--- config.mk ---
export PLATFORM = sky130hd
export DESIGN_NAME = fp_alu
export DESIGN_NICKNAME = d
export VERILOG_FILES = /design/src/rtl/fpalu_pkg.sv /design/src/rtl/fpalu_norm.sv /design/src/rtl/fp_alu.sv
export SDC_FILE = /design/constraint.sdc
export NUM_CORES = 2
export LEC_CHECK = 0
export BUFFER_PORTS_ARGS = -buffer_cell sky130_fd_sc_hd__buf_2
export CORE_MARGIN = 1
export CORE_UTILIZATION = 45
export DETAILED_ROUTE_END_ITERATION = 8
export PLACE_DENSITY = 0.61
export REMOVE_ABC_BUFFERS = 1
export SLEW_MARGIN = 40
export SYNTH_ARGS = -nofsm -noshare
export SYNTH_HDL_FRONTEND = slang
export SYNTH_SLANG_ARGS = --single-unit
--- constraint.sdc ---
create_clock -name clk -period 7.7 [get_ports clk]
set_input_delay 0.385 -clock clk [delete_from_list [all_inputs] [get_ports clk]]
set_output_delay 0.385 -clock clk [all_outputs]
set_load 0.02 [all_outputs]
--- src/rtl/fpalu_pkg.sv ---
// Shared constants and types for the 29-bit "uni" floating-point ALU.
// Rounding mode is selected by the FPALU_RNE_EN macro (see fpalu_norm).
package fpalu_pkg;

  localparam int EXP_W  = 6;
  localparam int MAN_W  = 22;
  localparam int BIAS   = 31;

  // Aligned add mantissa: MAN_W bits plus guard, round, sticky
  localparam int EXT_W  = MAN_W + 3;
  localparam int NORM_W = 2 * MAN_W;
  localparam int LZ_W   = 6;
  // Signed working exponent wide enough for ea+eb-BIAS-lz
  localparam int XEXP_W = 10;

  typedef struct packed {
    logic             sgn;
    logic [EXP_W-1:0] exp;
    logic [MAN_W-1:0] man;
  } fp_uni_t;

  localparam fp_uni_t FP_ZERO = '{sgn: 1'b0, exp: '0, man: '0};

  function automatic fp_uni_t fp_sat(input logic sgn);
    fp_sat = '{sgn: sgn, exp: '1, man: '1};
  endfunction

endpackage

--- src/rtl/fpalu_norm.sv ---
// Combinational leading-zero count, left normalize and exponent adjust.
// With FPALU_RNE_EN defined it also reports the round-to-nearest-even increment.
module fpalu_norm
  import fpalu_pkg::*;
(
  input  logic [NORM_W-1:0]        man_in,
  input  logic signed [XEXP_W-1:0] exp_in,
  output logic [MAN_W-1:0]         man_out,
  output logic signed [XEXP_W-1:0] exp_out,
  output logic                     round_up,
  output logic                     zero_out
);

  logic [LZ_W-1:0] lz;
  logic            found;

  always_comb begin
    lz    = '0;
    found = 1'b0;
    for (int i = NORM_W - 1; i >= 0; i--) begin
      if (!found && man_in[i]) begin
        lz    = LZ_W'(NORM_W - 1 - i);
        found = 1'b1;
      end
    end
  end

  assign zero_out = ~|man_in;
  assign exp_out  = exp_in - $signed({{(XEXP_W-LZ_W){1'b0}}, lz});

`ifdef FPALU_RNE_EN
  logic [NORM_W-1:0] shifted;
  assign shifted  = man_in << lz;
  assign man_out  = shifted[NORM_W-1 -: MAN_W];
  // guard & (round | sticky | lsb): ties go to even
  assign round_up = shifted[NORM_W-MAN_W-1]
                  & (shifted[NORM_W-MAN_W-2] | (|shifted[NORM_W-MAN_W-3:0])
                     | shifted[NORM_W-MAN_W]);
`else
  assign man_out  = MAN_W'((man_in << lz) >> (NORM_W - MAN_W));
  assign round_up = 1'b0;
`endif

endmodule

--- src/rtl/fp_alu.sv ---
// Two-stage pipelined adder/multiplier for the 29-bit uni FP format.
// Define FPALU_RNE_EN for round-to-nearest-even; default truncates.
module fp_alu
  import fpalu_pkg::*;
(
  input  logic             clk,
  input  logic             rst_n,
  input  logic             din_uni_a_sgn,
  input  logic [EXP_W-1:0] din_uni_a_exp,
  input  logic [MAN_W-1:0] din_uni_a_man_dn,
  input  logic             din_uni_b_sgn,
  input  logic [EXP_W-1:0] din_uni_b_exp,
  input  logic [MAN_W-1:0] din_uni_b_man_dn,
  input  logic             add_muln,
  output logic             dout_uni_y_sgn,
  output logic [EXP_W-1:0] dout_uni_y_exp,
  output logic [MAN_W-1:0] dout_uni_y_man_dn
);

  // ---------------- stage 1: align/add or multiply ----------------
  logic                     a_zero, b_zero, a_big;
  logic                     big_sgn, small_sgn;
  logic [EXP_W-1:0]         big_exp, small_exp, ediff;
  logic [MAN_W-1:0]         big_man, small_man;
  logic [EXT_W-1:0]         big_ext, small_ext;
  logic [EXT_W+MAN_W+1:0]   wide;
  logic [EXT_W:0]           sum_mag;
  logic                     add_sgn;
  logic [NORM_W-1:0]        prod;

  logic                     s1_sgn_reg,  s1_sgn_next;
  logic signed [XEXP_W-1:0] s1_exp_reg,  s1_exp_next;
  logic [NORM_W-1:0]        s1_man_reg,  s1_man_next;

  assign a_zero = ~|din_uni_a_man_dn;
  assign b_zero = ~|din_uni_b_man_dn;
  // A zero operand never wins alignment, so x + 0 returns x
  assign a_big  = b_zero | (~a_zero & (din_uni_a_exp >= din_uni_b_exp));

  assign big_sgn   = a_big ? din_uni_a_sgn    : din_uni_b_sgn;
  assign big_exp   = a_big ? din_uni_a_exp    : din_uni_b_exp;
  assign big_man   = a_big ? din_uni_a_man_dn : din_uni_b_man_dn;
  assign small_sgn = a_big ? din_uni_b_sgn    : din_uni_a_sgn;
  assign small_exp = a_big ? din_uni_b_exp    : din_uni_a_exp;
  assign small_man = a_big ? din_uni_b_man_dn : din_uni_a_man_dn;
  assign ediff     = big_exp - small_exp;

  assign big_ext = {big_man, 3'b000};
  assign wide    = {small_man, 3'b000, {(MAN_W+2){1'b0}}} >> ediff;
  // Bits shifted past the round position collapse into the sticky bit
  assign small_ext = (ediff >= EXP_W'(24)) ? '0
                   : {wide[EXT_W+MAN_W+1 -: EXT_W-1], |wide[MAN_W+2:0]};

  always_comb begin
    sum_mag = '0;
    add_sgn = big_sgn;
    if (big_sgn == small_sgn) begin
      sum_mag = {1'b0, big_ext} + {1'b0, small_ext};
    end else if (big_ext >= small_ext) begin
      sum_mag = {1'b0, big_ext} - {1'b0, small_ext};
    end else begin
      sum_mag = {1'b0, small_ext} - {1'b0, big_ext};
      add_sgn = small_sgn;
    end
  end

  assign prod = din_uni_a_man_dn * din_uni_b_man_dn;

  always_comb begin
    s1_sgn_next = din_uni_a_sgn ^ din_uni_b_sgn;
    s1_exp_next = $signed({{(XEXP_W-EXP_W){1'b0}}, din_uni_a_exp})
                + $signed({{(XEXP_W-EXP_W){1'b0}}, din_uni_b_exp})
                - $signed(XEXP_W'(BIAS));
    s1_man_next = prod;
    if (add_muln) begin
      // Carry position sits one above the larger exponent
      s1_sgn_next = add_sgn;
      s1_exp_next = $signed({{(XEXP_W-EXP_W){1'b0}}, big_exp}) + $signed(XEXP_W'(1));
      s1_man_next = {sum_mag, {(NORM_W-EXT_W-1){1'b0}}};
    end
  end

  always_ff @(posedge clk or negedge rst_n) begin
    if (!rst_n) begin
      s1_sgn_reg <= 1'b0;
      s1_exp_reg <= '0;
      s1_man_reg <= '0;
    end else begin
      s1_sgn_reg <= s1_sgn_next;
      s1_exp_reg <= s1_exp_next;
      s1_man_reg <= s1_man_next;
    end
  end

  // ---------------- stage 2: normalize, round, pack ----------------
  logic [MAN_W-1:0]         norm_man;
  logic signed [XEXP_W-1:0] norm_exp;
  logic                     norm_round_up, norm_zero;
  logic [MAN_W:0]           man_inc;
  logic [MAN_W-1:0]         man_fin;
  logic signed [XEXP_W-1:0] exp_fin;
  fp_uni_t                  y_reg, y_next;

  fpalu_norm u_norm (
    .man_in   (s1_man_reg),
    .exp_in   (s1_exp_reg),
    .man_out  (norm_man),
    .exp_out  (norm_exp),
    .round_up (norm_round_up),
    .zero_out (norm_zero)
  );

  always_comb begin
    man_inc = {1'b0, norm_man} + {{MAN_W{1'b0}}, norm_round_up};
    man_fin = man_inc[MAN_W-1:0];
    exp_fin = norm_exp;
    if (man_inc[MAN_W]) begin
      man_fin = {1'b1, {(MAN_W-1){1'b0}}};
      exp_fin = norm_exp + $signed(XEXP_W'(1));
    end

    y_next = '{sgn: s1_sgn_reg, exp: exp_fin[EXP_W-1:0], man: man_fin};
    if (norm_zero || exp_fin < $signed(XEXP_W'(0))) begin
      y_next = FP_ZERO;
    end else if (exp_fin > $signed(XEXP_W'((1 << EXP_W) - 1))) begin
      y_next = fp_sat(s1_sgn_reg);
    end
  end

  always_ff @(posedge clk or negedge rst_n) begin
    if (!rst_n) begin
      y_reg <= FP_ZERO;
    end else begin
      y_reg <= y_next;
    end
  end

  assign dout_uni_y_sgn    = y_reg.sgn;
  assign dout_uni_y_exp    = y_reg.exp;
  assign dout_uni_y_man_dn = y_reg.man;

endmodule

# Word level (Yosys, flattened, before mapping)
# Cells that the tools add are included.
# Widths: inputs -> output; s select.
# totals
reg_bits	84
in_bits	61
elab_cells	221
# op_classes
add_sub_neg	8
mul	1
order_cmp	5
eq_ne	1
shift	2
mux	102
n_bitwise	3
n_reduce_logical	93
# op_table
cell	n
$mux 6	44
$mux 26	2
$sub 25x25->26	2
$mux 1	49
$shr 49x6->49	1
$logic_not 1->1	45
$mul 22x22->44	1
$mux 22	2
$mux 44	1
$reduce_or 22->1	2
$reduce_or 44->1	1
$shl 44x6->44	1
$logic_and 1x1->1	43
$mux 29	1
$mux 28	1
$add 25x25->26	1
$ge 25x25->1	1
$mux 25	1
$reduce_or 25->1	1
$gt 10x7->1 const B	1
$lt 10x1->1 const B	1
$mux 10	1
$sub 10x7->10	1
$sub 7x5->8 const B	1
other kinds (10)	10

# Depth between registers and ports, before layout
# depth
word_depth	134
depth_mapped	44
ltp_nobuf	39

# Modules after synthesis
# Synthesis repeated with hierarchy kept, for this count alone.
# hier_totals
hier_cells	3620
area_unflattened_um2	29055.4
# by_module_without_submodules
module	instances	cells_each	area_per_inst_um2	seq_area_each_um2
fp_alu	1	3154	25787.2	2052.0
fpalu_norm	1	466	3268.1	0.0

# Worst setup path after synthesis
# No wires, ideal clock.
# synth_path
path_kind	input-to-reg
startpoint	input port din_uni_b_exp[2]
endpoint	register s1_man_reg[42]
arrival_time_ns	7.622
path_slack_ns	-0.061
path_stages	40
cell_sequence	inv_1 > ha_1 > a21oi_1 > o31ai_2 > a21o_1 > a21oi_4 > buf_4 > clkbuf_1 > clkbuf_1 > nor2_1 > nor2_1 > ha_1 > buf_1 > clkbuf_1 > o21ai_0 > o211a_1 > mux2_2 > mux2i_1 > [... 4 more ...] > clkbuf_1 > inv_1 > o21a_1 > o21bai_1 > a21oi_1 > nor2_1 > o21bai_1 > a21oi_1 > o21bai_1 > a21oi_1 > o21ai_0 > a31oi_1 > a221oi_1 > a221o_1 > and4_1 > a2111oi_2 > xnor2_1 > mux2i_1
# synth_between
elab_chain_cells	12
# synth_lines
element	line	source
from (decl)	fp_alu.sv:12	input logic [EXP_W-1:0] din_uni_b_exp,
$ge 6x6->1	fp_alu.sv:38	assign a_big = b_zero | (~a_zero & (din_uni_a_exp >= din_uni_b_exp));
$and 1x1->1	fp_alu.sv:38	
$or 1x1->1	fp_alu.sv:38	
$mux 6, on equally long branches	fp_alu.sv:41, fp_alu.sv:44	
$sub 6x6->6	fp_alu.sv:46	assign ediff = big_exp - small_exp;
$shr 49x6->49	fp_alu.sv:49	assign wide = {small_man, 3'b000, {(MAN_W+2){1'b0}}} >> ediff;
$reduce_or 25->1	fp_alu.sv:52	: {wide[EXT_W+MAN_W+1 -: EXT_W-1], |wide[MAN_W+2:0]};
$mux 25	fp_alu.sv:51	assign small_ext = (ediff >= EXP_W'(24)) ? '0
$sub 25x25->26 (tied with other cells)	fp_alu.sv:62	sum_mag = {1'b0, small_ext} - {1'b0, big_ext};
$mux 26	fp_alu.sv:59	end else if (big_ext >= small_ext) begin
$mux 26 *	fp_alu.sv:57	if (big_sgn == small_sgn) begin
$mux 44 *	fp_alu.sv:75	if (add_muln) begin
net s1_man_next[42]	fp_alu.sv:33	logic [NORM_W-1:0] s1_man_reg, s1_man_next;
to (signal assigned)	fp_alu.sv:91	s1_man_reg <= s1_man_next;
to (decl)	fp_alu.sv:33	
# Mark *: on every way through the listed nets, which the timed path passes. The rest lies on a longest branch.

# Final worst setup path
# layout_path
startpoint	input port din_uni_a_man_dn[12]
endpoint	register s1_man_reg[42]
# layout_between
elab_chain_cells	12
# layout_lines
element	line	source
from (decl)	fp_alu.sv:10	input logic [MAN_W-1:0] din_uni_a_man_dn,
$reduce_or 22->1	fp_alu.sv:35	assign a_zero = ~|din_uni_a_man_dn;
$and 1x1->1	fp_alu.sv:38	
$or 1x1->1	fp_alu.sv:38	
$mux 6, on equally long branches	fp_alu.sv:41, fp_alu.sv:44	
$sub 6x6->6	fp_alu.sv:46	
$shr 49x6->49	fp_alu.sv:49	
$reduce_or 25->1	fp_alu.sv:52	
$mux 25	fp_alu.sv:51	
$sub 25x25->26 (tied with other cells)	fp_alu.sv:62	
$mux 26	fp_alu.sv:59	
$mux 26	fp_alu.sv:57	
$mux 44 *	fp_alu.sv:75	
net s1_man_next[42]	fp_alu.sv:33	
# Marks and branches as above.

==> key figures <==
Clock network
  – Clock Pin Slew Worst Setup and Hold Paths: 80 ps
  – Clk buf depth: 2
  – H-tree levels: 3
  – # clock sinks: 82
  – Later-pin clock latency in the skew report: 380 ps
  – CTS tree: built
  – CTS buffer count: 9
  – CTS root buf: clkbuf_16

Place
  – Inst Count DP: 4447
  – DP HPWL: 74700 µm
  – RePlAce Congestion: 0.974
  – PortBufs: 89

GRT
  – Initial antenna violation count: 1
  – Vias in the first global route: 24895
  – Largest net degree at the start of global routing: 79
  – Grt ovf: 0
  – First-pass GRT wire length: 140000 µm
  – Global-route usage over all layers: 28.9%

Floorplan
  – Die area: 0.0620 mm²
  – Ports: 90
  – Initial Util: 45.5%
  – Die height: 249 µm
  – Rows: 90
  – Die W: 249 µm
  – Core Region: 0.0604 mm²

Critical path
  – CP startpoint: din_uni_a_man_dn[12]
  – WP data required: 7940 ps
  – Reg-to-reg startpoint: s1_man_reg[42]$_DFF_PN0_
  – Worst setup EP type: register
  – Setup CP Type: in -> reg
  – Slowest cell on crit path: fa_1
  – CP Launch Type: input port
  – CP arrival: 7580 ps
  – CP Max Fanout: 8
  – Critical Path Max Stage Delay: 550 ps

Hold path
  – Min-delay src: din_uni_a_sgn
  – Type of the tightest min-delay check: in -> reg

Synth
  – Synth top area share: 29.2%
  – Post-Syn Area per Cell: 8.01 µm²
  – Most common flop cell mapped by yosys: dfrtp_1
  – Area contributors post-synth: fa_1, ha_1, nand2_1, dfrtp_1, inv_1
  – Unique masters post-synth: 94
  – Number of flops mapped to enable cells by yosys: 0
  – Register area share after synthesis: 7.47%
  – Largest area contributor in the netlist: fa_1
  – Flops & latches, synth: 82
  – Synthesized area: 0.0275 mm²
  – Post-Syn Instances: 3427
  – Synth warn: 0
  – Fraction of registers with async set/reset: 100%

Cells and area
  – Area Growth Syn to Fin: 14.1%
  – Nets@finish: 4391
  – Fillcell total: 5893
  – Share of layout cells above drive strength 1: 15.4%
  – N_diodes: 0
  – Layout Cells excl Fill: 4466
  – Max reg flops: 44

Route
  – Final WL: 88900 µm
  – WL/cell: 19.9 µm
  – Detailed-router iteration count before antenna repair: 5
  – Routed vias: 24630
  – DRC errors left: 0
  – Initial drt markers: 1644
  – Via/cell ratio: 5.52
  – ANT nets after route: 0

STA
  – Tmin final: 7340 ps
  – Setup Skew: 15.5 ps
  – Final Max Slew Viols: 0
  – FMAX: 0.136 GHz
  – Setup TNS: 0 ps
  – Setup violators final: 0
  – Fin. Hold Viols: 0
  – Slew Limit Headroom: 43.5%
  – Least-Margin Pin Slew: 838 ps
  – Tcrit/Tclk final: 95.3%

Run status
  – Outcome: finished, final reports clean

Run
  – Maximum capacitance violations: 0
-- critical path: cells and delay by family --
| family | cells | cell delay (ps) |
|---|---|---|
| xor+xnor | 1 | 160 |
| simple gates | 4 | 530 |
| compound gates | 9 | 1830 |
| fa+ha+maj | 8 | 3850 |
| buf+inv | 9 | 750 |
| mux | 1 | 80 |
-- cells by family after synthesis --
family                     count (synthesis)  share of synthesized area (%)
xor gates and xnor gates                  78                           2.49
buffers and inverters                    753                           10.5
DFF                                       82                           7.47
adders and majority gates                651                           40.6
AOI/OAI and AO/OA                        550                           13.3
and+or+nand+nor                         1142                           18.6
muxes                                    171                           7.06
-- Yosys cell counts, types with 5 or more instances --
cell / instances
fa_1: 401
a2111oi_0: 7
or3_1: 13
and2_1: 136
o21bai_1: 36
a311oi_1: 6
a21oi_1: 171
inv_1: 539
nor2b_1: 17
clkbuf_1: 166
o211ai_1: 20
mux2_2: 27
nor2_1: 196
o21a_1: 11
xnor2_1: 54
dfrtp_1: 82
a21o_1: 40
nand2_1: 604
mux2i_1: 128
mux4_2: 15
o21ai_1: 8
a31oi_1: 19
nor3_1: 55
inv_2: 6
o21ai_0: 95
a22oi_1: 11
nand3_1: 28
o31ai_1: 10
ha_1: 250
nand4_1: 9
a211oi_1: 10
buf_2: 23
xor2_1: 24
a41oi_1: 5
nand2b_1: 25
buf_1: 10
and3_1: 15
nor4_1: 19
a221oi_1: 14
o22ai_1: 13
-- what timing repair did --
item	CTS	global route
gates resized for setup	0	38
setup buffers	0	2
hold buffers	1	0
setup endpoints to repair	0	26
endpoints found under the hold margin	28	0
-- layer usage --
metal / part of all wire [%] / wire (µm) / GRT usage, % / up-vias
met5: 0 / 0 / 0 / -
met4: 3.7 / 3330 / 10.1 / 0
met3: 7.1 / 6320 / 2.99 / 166
met2: 46 / 40800 / 47.8 / 976
met1: 43 / 38500 / 39.4 / 11988
li1: - / - / - / 11500
-- cell type report --
class / instances / area (µm²) / area share, %
Multi-Input combinational cell: 2592 / 22700 / 72.4
Timing Repair Buffer: 447 / 3260 / 10.4
Clock inverter: 7 / 76.3 / 0.244
Inverter: 547 / 2060 / 6.56
Tap cell: 782 / 978 / 3.12
Sequential cell: 82 / 2050 / 6.55
Clock buffer: 9 / 225 / 0.719
-- layout by cell type (no fill, tap or decap), drive strengths merged, types with 14 or more instances in the layout --
cell type,count
a31oi,21
nor2b,17
nor4,22
and2,136
ha,250
o21ai,104
mux2,28
and3,15
nand2,604
nand2b,25
a21o,40
fa,401
nor2,199
xor2,24
buf,442
mux2i,128
o211ai,21
xnor2,54
o21bai,36
nand3,28
a221oi,14
dfrtp,82
nor3,55
inv,547
a21oi,173
mux4,15
-- worst paths after layout --
check | end | slack, ps | depth (start not counted)
hold / removal | s1_sgn_reg$_DFF_PN0_ | 390 | 3
hold reg to reg | dout_uni_y_sgn$_DFF_PN0_ | 450 | 1
setup / recovery | s1_man_reg[42]$_DFF_PN0_ | 360 | 32
max in group asynchronous | s1_man_reg[22]$_DFF_PN0_ | 6170 | 3
setup reg to reg | dout_uni_y_man_dn[20]$_DFF_PN0_ | 1610 | 22
min in group asynchronous | dout_uni_y_exp[5]$_DFF_PN0_ | 480 | 2
-- per-stage QoR --
step | utilization (%) | setup WS (ps) | area [µm²] | hold WS [ps]
6_report | 51.9 | 360 | 31300 | 394
5_1_grt | 51.9 | -73.0 | 31300 | 422
4_1_cts | 51.6 | 137 | 31200 | 387
3_5_place_dp | 51.1 | -278 | 30800 | 331
3_3_place_gp | 51.1 | -368 | 30800 | 329
2_1_floorplan | - | -2090 | 26600 | 89.4
Power is not shown: default switching activity piles up to over one toggle a cycle in this logic, so the estimate is an artifact.
